[src/rtl/mul_seq_param.sv]
`default_nettype none
// mul_seq_param: W-bit sequential shift-add multiplier with signed/unsigned mode,
// early termination on a zero multiplier remainder, and a start/ack handshake. Rev 1.0
module mul_seq_param #(
   parameter int W = 8
) (
   input  logic           Clk,
   input  logic           Rst_n,
   input  logic           start,
   input  logic           sgn,
   input  logic [W-1:0]   A,
   input  logic [W-1:0]   B,
   output logic [2*W-1:0] R,
   output logic           ack,
   output logic           busy
);

   localparam logic [1:0] ST_IDLE = 2'd0;
   localparam logic [1:0] ST_RUN  = 2'd1;
   localparam logic [1:0] ST_FIX  = 2'd2;
   localparam logic [1:0] ST_DONE = 2'd3;

   logic [1:0]     state;
   logic [2*W-1:0] x;
   logic [W-1:0]   y;
   logic           neg;
   logic [W-1:0]   mag_a;
   logic [W-1:0]   mag_b;

   // |-2^(W-1)| wraps to 2^(W-1), which is the correct unsigned magnitude.
   always_comb begin
      mag_a = (sgn && A[W-1]) ? -A : A;
      mag_b = (sgn && B[W-1]) ? -B : B;
   end

   assign busy = (state != ST_IDLE);

   always_ff @(posedge Clk) begin
      if (!Rst_n) begin
         state <= ST_IDLE;
         R     <= '0;
         ack   <= 1'b0;
         x     <= '0;
         y     <= '0;
         neg   <= 1'b0;
      end else begin
         case (state)
            ST_IDLE: begin
               if (start) begin
                  x     <= {{W{1'b0}}, mag_a};
                  y     <= mag_b;
                  neg   <= sgn & (A[W-1] ^ B[W-1]);
                  R     <= '0;
                  ack   <= 1'b0;
                  state <= ST_RUN;
               end
            end
            ST_RUN: begin
               if (y == '0) begin
                  state <= ST_FIX;
               end else begin
                  if (y[0]) begin
                     R <= R + x;
                  end
                  x <= x << 1;
                  y <= y >> 1;
               end
            end
            ST_FIX: begin
               if (neg) begin
                  R <= -R;
               end
               ack   <= 1'b1;
               state <= ST_DONE;
            end
            ST_DONE: begin
               ack   <= 1'b0;
               state <= ST_IDLE;
            end
            default: begin
               state <= ST_IDLE;
            end
         endcase
      end
   end

endmodule
`default_nettype wire
[config.mk]
export PLATFORM = sky130hd
export DESIGN_NAME = mul_seq_param
export DESIGN_NICKNAME = d
export VERILOG_FILES = /design/src/rtl/mul_seq_param.sv
export SDC_FILE = /design/constraint.sdc
export NUM_CORES = 1
export LEC_CHECK = 0
export CAP_MARGIN = 5
export CORE_MARGIN = 2
export CORE_UTILIZATION = 61
export DETAILED_ROUTE_END_ITERATION = 16
export PLACE_DENSITY = 0.95
export RECOVER_POWER = 100
export SLEW_MARGIN = 20
export SYNTH_ARGS = -nofsm -noshare
export SYNTH_HDL_FRONTEND = slang
export SYNTH_SLANG_ARGS = --single-unit
[constraint.sdc]
create_clock -name Clk -period 4.6 [get_ports Clk]
set_clock_uncertainty 0.15 [all_clocks]
set_input_delay 0.92 -clock Clk [delete_from_list [all_inputs] [get_ports Clk]]
set_output_delay 0.92 -clock Clk [all_outputs]
set_load 0.01 [all_outputs]
==> flow_metrics.py, run 1 <==
metrics = {
    "outcome": {
        "status": "complete, but fails checks",
        "violations": "capacitance limit, slew limit",
    },
    "yosys": {
        "ys_seq_elements": 44,
        "synth_ff_type": "dfxtp_1",
        "synth_area_um2": 3241,
        "ys_async_sr_fraction_pct": 0,
        "synth_common_cells": "nand2_1, a21oi_1, dfxtp_1",
        "ys_top_cells_by_area": "dfxtp_1, ha_1, nand2_1",
        "ys_warn_count": 0,
        "syn-num-nets": 471,
        "synth_seq_area_share_pct": 27.18,
        "synth_top_area_cell": "dfxtp_1",
        "syn_avg_cell_area_um2": 7.589,
        "syn_inst": 427,
        "synth-edff-count": 0,
        "synth_top_area_share_pct": 27.18,
        "ys_types": 59,
        "synth.most_common_cell": "nand2_1",
    },
    "timing": {
        "fin_crit_ps": 3346,
        "setup_tns_ps": 0,
        "finalMaxSlewViolations": 27,
        "worstMarginPinSlew_ps": 1584,
        "finalSetupViolCount": 0,
        "timing.fmax_mhz": 298.9,
        "rsz0062_at_grt": "false",
        "whs_ps": 325.3,
        "relSlewSlack_pct": -5.969,
        "timing.final.crit_share_pct": 72.74,
        "final-hold-violation-count": 0,
    },
    "cts": {
        "cts_setup_buffers": 0,
        "hold_buffers": 0,
        "clk_path_buf_depth": 2,
        "tritoncts": "built",
        "cts-root-buf": "clkbuf_8",
        "cts_sinks": 44,
        "cts.repair.resized": 0,
        "clk_pin_slew_worst_paths_ps": 90,
        "clk_latency_ps": 310,
        "cts_buffers": 5,
        "h-tree-depth": 2,
    },
    "cells_and_area": {
        "post-route-util_pct": 72.78,
        "drive_gt1_share_pct": 4.615,
        "multi_input_area_um2": 2185,
        "areaGrowthSynthToFinish_pct": 14.71,
        "num_antenna_cells": 0,
        "seqCellArea_um2": 880.8,
        "fin_nets": 498,
        "n_fill_cell": 409,
    },
    "route": {
        "via_per_inst": 6.215,
        "dr.pass1.iters": 5,
        "vias": 3263,
        "routed_wirelength_mm": 8.052,
        "drtIter0Drc": 228,
        "drc_errors": 0,
        "routedWlPerCell_um": 15.34,
        "ant_nets": 0,
    },
    "hold_path": {
        "hold_path.class": "flip-flop to flip-flop",
    },
    "critical_path": {
        "cp.depth": 5,
        "worstPathCellList": "dlygate4sd3_1 > nor2b_1 > nor2_1 > o211ai_1 > o211a_1",
        "path_buf_inv": 1,
        "cp-start-kind": "primary input",
        "crit_start": "start",
        "arrival_ps": 3400,
        "crit_required_ps": 4650,
        "worstReg2RegEnd": "y[0]",
        "crit_path_max_incr_delay_ps": 1240,
        "crit_end": "y[0]",
        "crit_fanout": 26,
        "reg2regPathDepth": 9,
        "crit_slowest_cell": "nor2_1",
        "critical_path.endpoint_type": "flip-flop",
        "critPathTopFamily": "simple AND/OR/NAND/NOR gates",
        "r2r-start": "state[1]",
        "regToRegSetupSlack_ps": 1370,
        "worstSetupPathType": "primary input to flip-flop",
    },
    "die": {
        "die_width_um": 76.89,
        "num_io_pins": 38,
        "fp.coreArea_um2": 5107,
        "die_h_um": 76.89,
        "std_cell_rows": 26,
        "die-area_um2": 5911,
        "initial_utilization_pct": 63.45,
    },
    "grt": {
        "grt_use_total_pct": 27.63,
        "top_usage_layer": "met2",
        "grt_max_degree": 38,
        "antenna_found_initial": 0,
        "grt_overflow_total": 0,
        "grt_pass1_vias": 2939,
        "grt_pass1_wl_mm": 13.54,
        "grt_use_met2_pct": 47.02,
        "grt.met3_usage_pct": 4.000,
        "met1_usage_pct": 35.70,
    },
    "power": {
        "p_leak_nw": 1.483,
        "powerDensity_nw_per_um2": 419.7,
        "p_total_mw": 1.560,
        "max-vdd-ir-drop_v": 0.0002859,
    },
    "run": {
        "maxCapViolCount": 1,
    },
    "place": {
        "portBuffers": 37,
        "hpwl_mm": 6.015,
        "gp_congestion": 0.9152,
    },
}
==> cell type report <==
| class | count | share of cell area [%] |
|---|---|---|
| Multi-Input combinational cell | 347 | 58.77 |
| Timing Repair Buffer | 40 | 10.57 |
| Inverter | 16 | 1.616 |
| Sequential cell | 44 | 23.70 |
| Clock inverter | 3 | 1.144 |
| Clock buffer | 5 | 1.851 |
| Tap cell | 70 | 2.356 |
==> report_power, final <==
| group | total [mW] | internal [mW] | leakage [nW] | switching (mW) |
|---|---|---|---|---|
| sequential | 0.517 | 0.451 | 0.357 | 0.0657 |
| combinational | 0.737 | 0.261 | 1.07 | 0.476 |
| clock | 0.306 | 0.161 | 0.0541 | 0.145 |
==> logic make-up (layout without fill, tap and decap cells) <==
family,Yosys count,count (layout),synth area share [%]
and+or+nand+nor,162,162,25.25
AOI/OAI and AO/OA,134,134,25.64
DFF,44,44,27.18
buffers and inverters,36,64,5.019
adders and majority gates,24,24,9.498
xor gates and xnor gates,24,24,6.486
muxes,3,3,0.9267
==> worst reg2reg max path, delay by kind of cell (launching register included) <==
family / cells / cell delay, ps
compound gates: 3 / 810
flops: 1 / 340
simple gates: 2 / 1280
fa+ha+maj: 1 / 180
buf+inv: 3 / 360
==> through the flow <==
stage                     setup slack, ps  instance area, um^2  std cells
after global placement               1429                 3618        517
final                                1254                 3717        525
after floorplan                      2146                 3241        427
after global routing                981.1                 3717        525
after CTS                            1655                 3730        525
after detailed placement             1336                 3618        517
==> layer usage <==
| layer | vias to the layer above | wire length [um] |
|---|---|---|
| met3 | 15 | 446 |
| met5 | - | 0 |
| li1 | 1610 | - |
| met2 | 138 | 3866 |
| met1 | 1500 | 3589 |
| met4 | 0 | 149 |
==> state kept, by name (all words and copies together), names as in the netlist <==
name   cells
R         16
ack        1
state      2
y          8
x         16
neg        1
==> how the worst min path moves through the flow <==
stage,slack (ps),from,cells after the start,end
after detailed placement,310,y[1],2,y[1]
after global placement,310,neg,2,neg
final,330,x[15],2,x[15]
after CTS,330,neg,2,neg
after global routing,350,x[10],2,x[10]
after floorplan,280,neg,2,neg
==> cells in the final DEF (no fill, tap or decap), drive strengths merged, types with 4 or more instances in the layout <==
cell type	instances
nand2	69
and2	4
dlygate4sd3	20
nor2	24
or3	6
clkdlybuf4s50	17
xnor2	17
xor2	7
o41ai	4
nor3b	4
inv	15
o22ai	5
nand3	19
nor3	17
o31ai	5
o21ai	30
dfxtp	44
ha	23
nand4	4
a21o	6
a21oi	47
o211ai	7
nor4	6
a31oi	10
clkbuf	5
(Power assumes the default switching activity.)
==> run 2, diff against run 1 <==
CORE_UTILIZATION = 57   (was 61)
PLACE_DENSITY = 0.9   (was 0.95)
clock period = 3.3 ns   (was 4.6 ns; I/O delays follow)
==> run 2 against run 1 <==
The flow now finishes without violations. Register-to-register slack got worse by 810 ps. Sequential power up 39%. Clock-buffer cell count is the same. Worst setup slack got worse by 730 ps. Flip-flop and latch count unchanged. Hold slack gained 5.0 ps. Via count about the same. Final cell count is 0.57% higher. Utilization fell by 4.8 points. Clock power is 45% higher. Wire length grew 1.8%.
==> flow_metrics.py, run 2 (synthesis gave the netlist of run 1 again) <==
metrics = {
    "grt": {
        "grt_max_degree": 38,
        "grt_use_total_pct": 27.15,
        "grt_overflow_total": 0,
        "antenna_found_initial": 0,
        "grt_pass1_wl_mm": 13.83,
        "grt_pass1_vias": 3036,
    },
    "cells_and_area": {
        "mostFrequentLayoutCells": "nand2_1, a21oi_1, dfxtp_1",
        "areaGrowthSynthToFinish_pct": 15.52,
        "drive_gt1_share_pct": 5.263,
        "reg_top3": "R x16, x x16, y x8",
        "final_common_cell": "nand2_1",
        "final_cells": 528,
        "fin_nets": 499,
        "num_antenna_cells": 0,
    },
    "hold_path": {
        "hold_path.class": "flip-flop to flip-flop",
        "holdPathStages": 2,
    },
    "timing": {
        "final-hold-violation-count": 0,
        "timing.fmax_mhz": 360.0,
        "worstMarginPinSlew_ps": 1196,
        "fin_ws_ps": 522.4,
        "finalMaxSlewViolations": 0,
        "fin_crit_ps": 2778,
        "relSlewSlack_pct": 20.17,
        "timing.final.crit_share_pct": 84.17,
        "setup_tns_ps": 0,
        "rsz0062_at_grt": "false",
        "finalSetupViolCount": 0,
    },
    "cts": {
        "cts.repair.resized": 0,
        "cts_sinks": 44,
        "clk_latency_ps": 300,
        "hold_buffers": 0,
        "tritoncts": "built",
        "cts-root-buf": "clkbuf_8",
        "clk_path_buf_depth": 2,
        "cts_setup_buffers": 0,
        "h-tree-depth": 2,
        "cts_buffers": 5,
        "clk_pin_slew_worst_paths_ps": 90,
    },
    "die": {
        "die-area_um2": 6304,
        "initial_utilization_pct": 58.85,
        "fp.coreArea_um2": 5507,
        "num_io_pins": 38,
        "die_h_um": 79.40,
        "std_cell_rows": 27,
        "die_width_um": 79.40,
    },
    "critical_path": {
        "reg2regPathDepth": 9,
        "crit_fanout": 12,
        "arrival_ps": 2830,
        "crit_required_ps": 3360,
        "worstSetupPathType": "primary input to flip-flop",
        "critical_path.endpoint_type": "flip-flop",
        "cp-start-kind": "primary input",
    },
    "route": {
        "ant_nets": 0,
        "routedWlPerCell_um": 15.53,
        "dr.pass1.iters": 5,
        "via_per_inst": 6.174,
        "vias": 3260,
        "routed_wirelength_mm": 8.198,
        "drtIter0Drc": 271,
        "drc_errors": 0,
    },
    "power": {
        "p_leak_nw": 1.492,
        "clockPowerShare_pct": 20.0,
        "p_int_mw": 1.232,
        "powerDensity_nw_per_um2": 591.0,
        "switching_share_pct": 44.32,
        "max-vdd-ir-drop_v": 0.0005029,
        "p_seq_share_pct": 32.5,
        "power_frac_comb_pct": 47.4,
        "switchingPower_mw": 0.9804,
    },
    "place": {
        "place_ws_ps": 295.6,
        "hpwl_mm": 5.902,
        "gp_congestion": 0.9619,
        "portBuffers": 37,
        "place_inst": 520,
    },
    "outcome": {
        "status": "completed",
    },
    "run": {
        "maxCapViolCount": 0,
    },
}
[run 2: cell types whose count changed in the layout (fill, tap and decap cells not counted), sizes merged]
cell | before | now
inv | 15 | 17
clkinvlp | 1 | 0
clkbuf | 5 | 6
clkinv | 2 | 1
[run 2: cell type report]
cell class / instances / area [um^2]
tap: 72 / 90.09
timing repair buffer: 41 / 396.6
inverter: 16 / 60.06
multi-input combinational: 347 / 2197
fill: 479 / 1763
clock buffer: 5 / 68.82
clock inverter: 3 / 50.05
sequential: 44 / 880.8
[run 2: through the flow]
step | total power [mW] | utilization (%) | instance area, um^2 | hold slack [ps]
2_1_floorplan | 1.509 | - | 3241 | 277.7
4_1_cts | 2.217 | 68.05 | 3747 | 329.8
3_3_place_gp | 1.735 | 65.89 | 3628 | 309.6
6_report | 2.212 | 67.98 | 3744 | 330.3
5_1_grt | 2.365 | 67.98 | 3744 | 355.9
3_5_place_dp | 1.772 | 65.89 | 3628 | 314.0
[run 2: routing by layer]
layer	track usage [%]	up-vias	wire [um]	share of wire (%)
li1	-	1603	-	-
met1	35.24	1538	3629	44
met2	46.95	106	4084	50
met3	3.394	13	368	4.5
met4	8.448	0	116	1.4
met5	0	-	0	0
[run 2: worst paths after layout]
check / from / slack [ps] / end
setup reg to reg: R[0] / 560 / R[10]
hold reg to reg: x[10] / 330 / x[10]
hold / removal: x[10] / 330 / x[10]
setup / recovery: start / 520 / R[9]
[run 2: worst max-delay path, stage by stage]
cell	delay [ps]
dlygate4sd3_1	600
nor2b_1	200
or4_1	760
o21ai_0	270
o31ai_1	100
a22o_1	230
[run 2: power by group through the flow]
stage	clock, mW	sequential, mW	combinational [mW]
3_3_place_gp	0	0.725	1.01
4_1_cts	0.446	0.717	1.05
5_1_grt	0.468	0.730	1.17
2_1_floorplan	0	0.701	0.807
6_report	0.443	0.720	1.05
3_5_place_dp	0	0.728	1.04
==> run 3, diff against run 2 <==
CORE_UTILIZATION = 51   (was 57)
PLACE_DENSITY = 0.86   (was 0.9)
clock period = 2.39 ns   (was 3.3 ns; I/O delays follow)
==> run 3 against run 2 <==
Die area rose by 11%. Register-to-register slack got worse by 450 ps. Sequential share of layout area fell by 1.1 points. Cell area rose by 5.5%. Combinational power rose by 52%. Worst setup slack got worse by 410 ps. Global-route usage fell by 3.0 points. Wire length rose by 2.6%.
==> flow_metrics.py, run 3 (synthesis gave the netlist of run 1 again) <==
metrics = {
    "grt": {
        "grt_pass1_vias": 3158,
        "grt_pass1_wl_mm": 14.10,
        "grt_overflow_total": 0,
        "antenna_found_initial": 0,
        "grt_use_total_pct": 24.15,
        "grt_max_degree": 29,
    },
    "cells_and_area": {
        "mostFrequentLayoutCells": "nand2_1, a21oi_1, dfxtp_1",
        "fin_nets": 524,
        "final_cells": 558,
        "drive_gt1_share_pct": 11.85,
        "post-route-util_pct": 63.29,
        "num_antenna_cells": 0,
        "n_fill_cell": 536,
        "areaGrowthSynthToFinish_pct": 21.89,
        "final_area_um2": 3950,
        "reg_top3": "R x16, x x16, y x8",
        "final_common_cell": "nand2_1",
    },
    "power": {
        "p_leak_nw": 1.596,
        "p_total_mw": 3.106,
        "switchingPower_mw": 1.382,
        "max-vdd-ir-drop_v": 0.0007231,
        "switching_share_pct": 44.51,
        "p_seq_share_pct": 32.0,
        "clockPowerShare_pct": 16.4,
        "power_frac_comb_pct": 51.6,
        "powerDensity_nw_per_um2": 786.4,
        "p_int_mw": 1.724,
    },
    "route": {
        "routed_wirelength_mm": 8.408,
        "via_per_inst": 6.056,
        "dr.pass1.iters": 5,
        "drtIter0Drc": 246,
        "ant_nets": 0,
        "vias": 3379,
        "routedWlPerCell_um": 15.07,
        "drc_errors": 0,
    },
    "timing": {
        "rsz0062_at_grt": "false",
        "timing.fmax_mhz": 439.2,
        "fin_crit_ps": 2277,
        "fin_ws_ps": 113.0,
        "relSlewSlack_pct": 70.19,
        "finalSetupViolCount": 0,
        "timing.final.crit_share_pct": 95.27,
        "finalMaxSlewViolations": 0,
        "worstMarginPinSlew_ps": 442.5,
        "final-hold-violation-count": 0,
        "whs_ps": 326.2,
        "setup_tns_ps": 0,
    },
    "cts": {
        "cts.repair.resized": 3,
        "cts-root-buf": "clkbuf_8",
        "clk_path_buf_depth": 2,
        "clk_latency_ps": 310,
        "cts_setup_buffers": 0,
        "cts_buffers": 5,
        "cts_sinks": 44,
        "clk_pin_slew_worst_paths_ps": 100,
        "hold_buffers": 0,
        "tritoncts": "built",
        "h-tree-depth": 2,
    },
    "critical_path": {
        "crit_start": "R[2]",
        "crit_required_ps": 2480,
        "r2r-start": "R[2]",
        "critical_path.endpoint_type": "flip-flop",
        "crit_fanout": 7,
        "cp-start-kind": "flip-flop",
        "worstSetupPathType": "flip-flop to flip-flop",
        "arrival_ps": 2370,
    },
    "die": {
        "fp.coreArea_um2": 6241,
        "initial_utilization_pct": 51.92,
        "die_width_um": 83.71,
        "die_h_um": 83.71,
        "num_io_pins": 38,
        "std_cell_rows": 29,
        "die-area_um2": 7007,
    },
    "run": {
        "maxCapViolCount": 0,
    },
    "hold_path": {
        "min_from": "ack",
        "hold_path.class": "flip-flop to flip-flop",
    },
    "outcome": {
        "status": "completed",
    },
    "place": {
        "portBuffers": 37,
        "place_ws_ps": -138.9,
        "hpwl_mm": 6.291,
        "gp_congestion": 0.8978,
        "dpl_cell_area_um2": 3835,
        "place_inst": 550,
    },
}
[run 3: cell count changes in the layout (fill, tap and decap cells not counted), moves of 2 or more]
| cell | change |
|---|---|
| clkdlybuf4s50_1 | +2 |
| or4_1 | -2 |
| dfxtp_2 | +3 |
| dfxtp_1 | -3 |
| or4_4 | +2 |
| dlygate4sd3_1 | -3 |
| buf_4 | +21 |
[run 3: final timing paths]
check	endpoint	slack, ps	cells past startpoint
hold / removal	ack	330	2
setup / recovery	R[12]	110	7
setup reg to reg	R[12]	110	7
hold reg to reg	ack	330	2
[run 3: cell type report]
class	count	area, um^2	share of cell area (%)
timing repair buffer	66	594.3	15.05
multi-input combinational	347	2221	56.22
inverter	16	60.06	1.520
clock inverter	3	25.02	0.6335
clock buffer	5	68.82	1.742
sequential	44	884.6	22.39
tap	77	96.34	2.439
[run 3: per-layer routing]
layer  up-vias  part of all wire, %  GRT usage (%)
met4         0                  1.8          7.771
li1       1658                    -              -
met1      1554                   44          29.95
met5         -                    0              0
met2       146                   48          42.98
met3        21                  5.4          3.363
[run 3: critical path: stages, from the launching register on]
cell     delay [ps]
dfxtp_1         330
buf_4           160
or3_4           390
or3b_1          510
or2_4           290
o21ai_1         130
a21oi_1          80
o22ai_1         180
[run 3: power by group through the flow]
stage	Clock, mW	Sequential, mW	Combinational, mW
detailed placement	0	1.00	1.59
global placement	0	0.997	1.54
CTS	0.507	0.991	1.60
floorplan	0	0.969	1.11
global route	0.541	1.01	1.79
finish	0.510	0.993	1.60
